$ cat src/rtl/pulse_width_decoder.sv
// Purpose : measures active-low pulses on cf_in and decodes legal lengths k*tvalue-1
//           (k = 1,2,4,8) into a 2-bit multiplier code; other lengths or a stuck-low strobe raise err.
// Latency : the report (valid or err) appears one cycle after the high sample that ends the pulse.
//           A stuck-low err appears one cycle after the 8*tvalue-th low sample.
// Backpressure: none; cf_in is sampled every cycle and each report is a one-cycle pulse.
// Ports   : clk, reset (async, active-high), cf_in (strobe, active low),
//           multiplier (last decoded code), valid / err (one-cycle report pulses),
//           low_len (length of the last completed or aborted pulse),
//           busy (a pulse is being measured or drained).
module pulse_width_decoder #(
    parameter int unsigned tvalue = 4
) (
    input  logic        clk,
    input  logic        reset,
    input  logic        cf_in,
    output logic [1:0]  multiplier,
    output logic        valid,
    output logic        err,
    output logic [31:0] low_len,
    output logic        busy
);

    typedef enum logic [1:0] {
        WAIT_HIGH = 2'd0,
        IDLE      = 2'd1,
        MEASURE   = 2'd2,
        STUCK     = 2'd3
    } state_t;

    // Legal pulse lengths. tvalue <= 2^28 keeps 8*tvalue inside 32 bits.
    localparam logic [31:0] T_VAL = 32'(tvalue);
    localparam logic [31:0] L1    = T_VAL - 32'd1;
    localparam logic [31:0] L2    = (T_VAL << 1) - 32'd1;
    localparam logic [31:0] L4    = (T_VAL << 2) - 32'd1;
    localparam logic [31:0] L8    = (T_VAL << 3) - 32'd1;
    // A pulse reaching this many low samples can no longer be legal.
    localparam logic [31:0] L_MAX = T_VAL << 3;

    state_t      state_q, state_d;
    logic [31:0] count_q, count_d;
    logic [1:0]  multiplier_q, multiplier_d;
    logic        valid_q, valid_d;
    logic        err_q, err_d;
    logic [31:0] low_len_q, low_len_d;
    logic        busy_q, busy_d;
    logic [31:0] count_inc;

    assign count_inc = count_q + 32'd1;

    // State register
    always_ff @(posedge clk or posedge reset) begin
        if (reset) begin
            state_q <= WAIT_HIGH;
        end else begin
            state_q <= state_d;
        end
    end

    // Next-state logic
    always_comb begin
        state_d = state_q;
        case (state_q)
            // Out of reset the strobe may already be low; wait for high so a
            // partial pulse is never measured.
            WAIT_HIGH: if (cf_in) state_d = IDLE;
            IDLE:      if (!cf_in) state_d = MEASURE;
            MEASURE: begin
                if (cf_in) begin
                    state_d = IDLE;
                end else if (count_inc == L_MAX) begin
                    state_d = STUCK;
                end
            end
            STUCK:     if (cf_in) state_d = IDLE;
            default:   state_d = WAIT_HIGH;
        endcase
    end

    // Output / datapath logic, registered below
    always_comb begin
        count_d      = count_q;
        multiplier_d = multiplier_q;
        valid_d      = 1'b0;
        err_d        = 1'b0;
        low_len_d    = low_len_q;
        busy_d       = busy_q;
        case (state_q)
            IDLE: begin
                if (!cf_in) begin
                    count_d = 32'd1;
                    busy_d  = 1'b1;
                end
            end
            MEASURE: begin
                if (cf_in) begin
                    low_len_d = count_q;
                    busy_d    = 1'b0;
                    if (count_q == L1) begin
                        valid_d      = 1'b1;
                        multiplier_d = 2'b00;
                    end else if (count_q == L2) begin
                        valid_d      = 1'b1;
                        multiplier_d = 2'b01;
                    end else if (count_q == L4) begin
                        valid_d      = 1'b1;
                        multiplier_d = 2'b10;
                    end else if (count_q == L8) begin
                        valid_d      = 1'b1;
                        multiplier_d = 2'b11;
                    end else begin
                        // Illegal length: multiplier keeps the last good code.
                        err_d = 1'b1;
                    end
                end else if (count_inc == L_MAX) begin
                    // Report the stuck strobe now rather than at release; busy
                    // stays high while the pulse drains in STUCK.
                    err_d     = 1'b1;
                    low_len_d = count_inc;
                end else begin
                    count_d = count_inc;
                end
            end
            STUCK: begin
                // Release after a stuck pulse is silent.
                if (cf_in) busy_d = 1'b0;
            end
            default: begin
            end
        endcase
    end

    always_ff @(posedge clk or posedge reset) begin
        if (reset) begin
            count_q      <= 32'd0;
            multiplier_q <= 2'b00;
            valid_q      <= 1'b0;
            err_q        <= 1'b0;
            low_len_q    <= 32'd0;
            busy_q       <= 1'b0;
        end else begin
            count_q      <= count_d;
            multiplier_q <= multiplier_d;
            valid_q      <= valid_d;
            err_q        <= err_d;
            low_len_q    <= low_len_d;
            busy_q       <= busy_d;
        end
    end

    assign multiplier = multiplier_q;
    assign valid      = valid_q;
    assign err        = err_q;
    assign low_len    = low_len_q;
    assign busy       = busy_q;

endmodule

$ cat config.mk
export PLATFORM = sky130hd
export DESIGN_NAME = pulse_width_decoder
export DESIGN_NICKNAME = d
export VERILOG_FILES = /design/src/rtl/pulse_width_decoder.sv
export SDC_FILE = /design/constraint.sdc
export NUM_CORES = 1
export LEC_CHECK = 0
export ABC_AREA = 0
export ABC_CLOCK_PERIOD_IN_PS = 5600
export BUFFER_PORTS_ARGS = -buffer_cell sky130_fd_sc_hd__buf_4
export CAP_MARGIN = 5
export CORE_ASPECT_RATIO = 1.5
export CORE_UTILIZATION = 60
export DETAILED_ROUTE_END_ITERATION = 10
export PLACE_DENSITY = 0.87
export SLEW_MARGIN = 30
export SYNTH_ARGS = -nofsm -noshare
export SYNTH_HDL_FRONTEND = slang
export SYNTH_SLANG_ARGS = --single-unit
$ cat constraint.sdc
create_clock -name clk -period 5.6 [get_ports clk]
set_clock_uncertainty 0.1 [all_clocks]
set_input_delay 0.28 -clock clk [delete_from_list [all_inputs] [get_ports clk]]
set_output_delay 0.28 -clock clk [all_outputs]
set_load 0.05 [all_outputs]
# --- Yosys cells after proc, flatten, opt, wreduce, memory -nomap -nowiden ---
# Cells that the tools add are included.
word_totals:
  wordCells: 65
  ff_bits: 71
  out_inout_bits: 37
classes:
  muxes: 31
  n_addsub: 1
  n_eq_ne: 14
  reduce_logical: 12
ops:
  columns: ["op", "count"]
  rows:
  - ["32-bit two-way mux", 5]
  - ["32-bit case mux with 2 select lines", 1]
  - ["32-bit by 1-bit adder with 32-bit output, second input constant", 1]
  - ["32-bit by 2-bit equality test with 1-bit output, second input constant", 1]
  - ["32-bit by 3-bit equality test with 1-bit output, second input constant", 1]
  - ["32-bit by 4-bit equality test with 1-bit output, second input constant", 1]
  - ["32-bit by 5-bit equality test with 1-bit output, second input constant", 1]
  - ["32-bit by 6-bit equality test with 1-bit output, second input constant", 1]
  - ["2-bit two-way mux", 8]
  - ["1-bit two-way mux", 15]
  - ["3-bit AND reduction", 3]
  - ["2-bit inequality test, second input constant", 3]
  - ["2-bit case mux with 3 select lines", 1]
  - ["2-bit nonzero test", 3]
  - ["2-bit equality test, second input constant", 2]
  - ["2-bit by 1-bit inequality test with 1-bit output, second input constant", 2]
  - ["4-bit AND reduction", 1]
  - ["4-bit nonzero test", 1]
  - ["2-bit OR reduction", 2]
  - ["3-bit inequality test, second input constant", 1]
  - ["2-bit by 1-bit equality test with 1-bit output, second input constant", 1]
  - ["2-bit zero test", 1]
  - ["1-bit case mux with 2 select lines", 1]
  - ["2-bit AND reduction", 1]

# --- Logic depth before layout (Yosys ltp) ---
depth:
  depth_word: 7
  mapped_depth: 12

# --- Worst setup path before layout ---
# No wires, ideal clock.
synth_path:
  path_type: "register to register"
  start: "register count_q[5]"
  end: "register low_len_q[10] (netlist: low_len[10])"
  slack_ps: 2528
  setup_time_ps: 125
  synth_period_minus_slack_ps: 3072
  required_ps: 5375
  path_stages_with_launch: 13
  arrival_ps: 2847
  cell_sequence: "dfrtp_1 buf_4 nand4_1 buf_2 or4_1 buf_2 o31a_1 or2_1 nand3b_4 nor4_4 o21ai_2 buf_6 mux2_4"
synth_via:
  elab_chain_cells: 4
  word_cells_on_any_way: 6
  cone_classes: "1 x add/sub; 1 x eq/ne; 2 x mux; 2 x reduce/logical"
synth_rtl:
  columns: ["item", "line", "text"]
  rows:
  - ["start: declaration", "40", "logic [31:0] count_q, count_d;"]
  - ["start signal: assignment", "141", "count_q <= count_d;"]
  - ["32-bit by 1-bit adder with 32-bit output *", "48", "assign count_inc = count_q + 32'd1;"]
  - ["32-bit by 6-bit equality test with 1-bit output", "114", "end else if (count_inc == L_MAX) begin"]
  - ["2-bit nonzero test (no line)", null, null]
  - ["2-bit AND reduction (no line)", null, null]
  - ["end signal: assignment", "145", "low_len_q <= low_len_d;"]
  - ["end: declaration", "44", "logic [31:0] low_len_q, low_len_d;"]
# Mark *: on every way between the ends. The rest lies on a longest branch, timed or not. The select of a mux whose other input is x is not followed.
# A chain may end at the register's enable or synchronous reset.

# --- Final worst setup path ---
layout_path:
  start: "register count_q[4]"
  end: "register low_len_q[23] (netlist: low_len[23])"
# Same word-level chain as after synthesis.

==> impl_metrics.json <==
{
  "status": "finished with violations",
  "violations": "negative hold slack",
  "clock-sinks": 71,
  "port_buffers": 39,
  "tightestPinTransition_ns": 0.8872,
  "fill_cells": 523,
  "drive_gt1_frac": 0.1753,
  "muxShareOfSynthArea": 0.06424,
  "cts_tree": "yes",
  "grt.met2_usage": 0.5817,
  "met3_usage": 0.06783,
  "rows": 36,
  "setup_violations": 0,
  "synth_compound_area_frac": 0.1861,
  "wire_per_inst_um": 22.07,
  "finalHoldViolations": 43,
  "synth_area_leaders": "dfrtp_1 43%, nand2_1 4.1%, a22o_1 3.8%",
  "num_antenna_cells": 0,
  "synthToLayoutAreaGrowth_pct": 10.93,
  "grt_use_met1": 0.4090,
  "p_per_area_mw_per_mm2": 328.9,
  "start_kind": "flip-flop",
  "die_w_um": 70.05,
  "critPathKind": "flip-flop to flip-flop",
  "min_period_over_period": 0.7371,
  "clock_latency_ns": 0.36,
  "clk_pin_slew_ns": 0.07,
  "yosysSeqAreaShare": 0.4263,
  "rsz0062_at_grt": "false",
  "ys_ff_latch": 71,
  "cts_resized": 0,
  "synth_area_sq_mm": 0.004168,
  "synth_area_per_cell_sq_um": 9.282,
  "arrival_ns": 4.28,
  "grt_first_pass_wirelength_um": 19390,
  "synth_top_area_share": 0.4263,
  "p_switching_mw": 0.5628,
  "synth_cell_types": 59,
  "synthAdderAreaFrac": 0.01501,
  "cp_max_fo": 15,
  "fmax_mhz": 242.3,
  "slew_headroom": 0.4069,
  "power_frac_seq": 0.401,
  "grt_pass1_vias": 3713,
  "grt_max_degree": 72,
  "synth_flop_cell": "dfrtp_1",
  "dieArea_sq_mm": 0.007290,
  "leakage_nw": 2.111,
  "io_pins": 40,
  "endpoint_kind": "flip-flop",
  "cp_data_required_time_ns": 5.75,
  "synth_warnings": 0,
  "hold_buffers": 0,
  "pwr-share-comb": 0.300,
  "dr.pass1.iters": 5,
  "hold_class": "input port to asynchronous set/reset pin",
  "finalSetupTns_ns": 0,
  "nets": 466,
  "syn-num-nets": 457,
  "cts_made_buffers": 9,
  "antenna_found_initial": 0,
  "clockBufferDepth": 2,
  "slew_violations": 0,
  "routed_wl_um": 11880,
  "viasPerCell": 7.002,
  "irDropWorstVdd_v": 0.0003437,
  "fp.dieH_um": 104.1,
  "antenna_left": 0,
  "netlist_instances": 449,
  "gp_congestion": 0.9679,
  "initial_core_util": 0.6294,
  "cap_violations": 0,
  "drc": 0,
  "holdWs_ns": -0.02895,
  "grt-busiest-layer": "met2",
  "synth_top_family_by_area": "simple AND/OR/NAND/NOR gates",
  "p_int_mw": 0.9579,
  "htree_levels": 3,
  "grt-ovfl-total": 0,
  "async_flop_share": 1.000,
  "clock_power_share": 0.299,
  "grt.total_usage": 0.3465,
  "synth-edff-count": 0,
  "synth-simple-area-share": 0.2159,
  "core_region_area_sq_mm": 0.006621,
  "switching_share": 0.3701,
  "dp_hpwl_um": 8442,
  "post_cts_buffers": 0,
  "vias": 3767,
  "drtIter0Drc": 384,
  "period_needed_ns": 4.128,
  "synthXorXnorAreaFrac": 0.02942,
  "synth_area_leader_cell": "dfrtp_1",
  "clockRootBuffer": "clkbuf_8"
}
layout make-up:
cell class,instances,area (sq um),area share
Sequential cell,71,1777,0.3843
Timing Repair Buffer,46,349.1,0.07551
Inverter,14,52.55,0.01137
Clock buffer,10,137.6,0.02977
Multi-Input combinational cell,316,2131,0.4609
Clock inverter,5,81.33,0.01759
Tap cell,76,95.09,0.02057
critical path, stage by stage, from the launching register on:
cell and delay (ns):
dfrtp_1 0.54, nand4_1 0.44, or4_1 0.77, nor4_1 0.47, or2_1 0.20, nand3b_4 0.14
nor4_4 0.06, o21ai_2 0.55, buf_4 0.36, mux2_2 0.36
cells by family after synthesis:
kind of cell / count (synthesis)
multiplexers: 22
AND/OR/NAND/NOR: 169
buffers and inverters: 62
flip-flops: 71
adder cells (fa/ha/maj): 5
AO/OA/AOI/OAI: 106
XOR/XNOR: 14
metrics by stage:
step	cell area (sq um)	setup WS, ns	std cells	util	power [mW]
after floorplan	4168	2.528	449	-	0.9365
after global placement	4398	1.686	523	0.6642	1.054
after detailed placement	4400	1.591	523	0.6646	1.069
after CTS	4619	1.518	538	0.6977	1.526
after global routing	4623	1.250	538	0.6982	1.586
final	4623	1.472	538	0.6982	1.521
state kept, by name, summed over array words and instances, names as in the netlist:
name and count:
count_q 32, state_q 2, err 1, valid 1, busy 1, multiplier 2
low_len 32
routing by layer:
metal / up-vias / part of all wire
met5: - / 0
met4: 0 / 0.056
met3: 58 / 0.062
met2: 183 / 0.50
met1: 1832 / 0.38
li1: 1694 / -
layout by cell type, fill, tap and decap left out, drive strengths merged, types with 10 or more instances in the layout:
cell	netlist	routed
nor4	14	14
nor3	12	12
nand2	46	46
nand4	21	21
dfrtp	71	71
a22o	18	18
o31ai	12	12
o21ai	19	19
buf	15	46
nor2	20	20
clkbuf	33	10
inv	13	14
mux2i	11	11
o211ai	12	12
mux2	11	11
a21oi	10	10
nand3	25	25
Yosys cell counts (all sizes together) (9+ instances only):
cell	n
and3	9
o21ai	19
xnor2	9
a22o	18
dfrtp	71
mux2i	11
nand4	21
nand2	46
mux2	11
a21oi	10
inv	13
nor2	20
o211ai	12
nor4	14
buf	15
clkbuf	33
nand3	25
nor3	12
o31ai	12
power by group through the flow:
stage          clock (mW)  combinational, mW  sequential (mW)
2_1_floorplan           0              0.236            0.700
3_3_place_gp            0              0.439            0.616
3_5_place_dp            0              0.451            0.618
4_1_cts             0.463              0.455            0.608
5_1_grt             0.479              0.492            0.616
6_report            0.454              0.456            0.610
worst paths after layout:
kind / from / endpoint / slack [ns] / cells after the start
max: count_q[4] / low_len[23] / 1.47 / 9
min: reset / low_len[31] / -0.03 / 3
max reg2reg: count_q[4] / low_len[23] / 1.47 / 9
min reg2reg: low_len[29] / low_len[29] / 0.40 / 1
max in group asynchronous: reset / low_len[22] / 4.99 / 3
min in group clk: cf_in / low_len[5] / 0.20 / 2
Note: power is estimated with default switching activity, not from simulation.
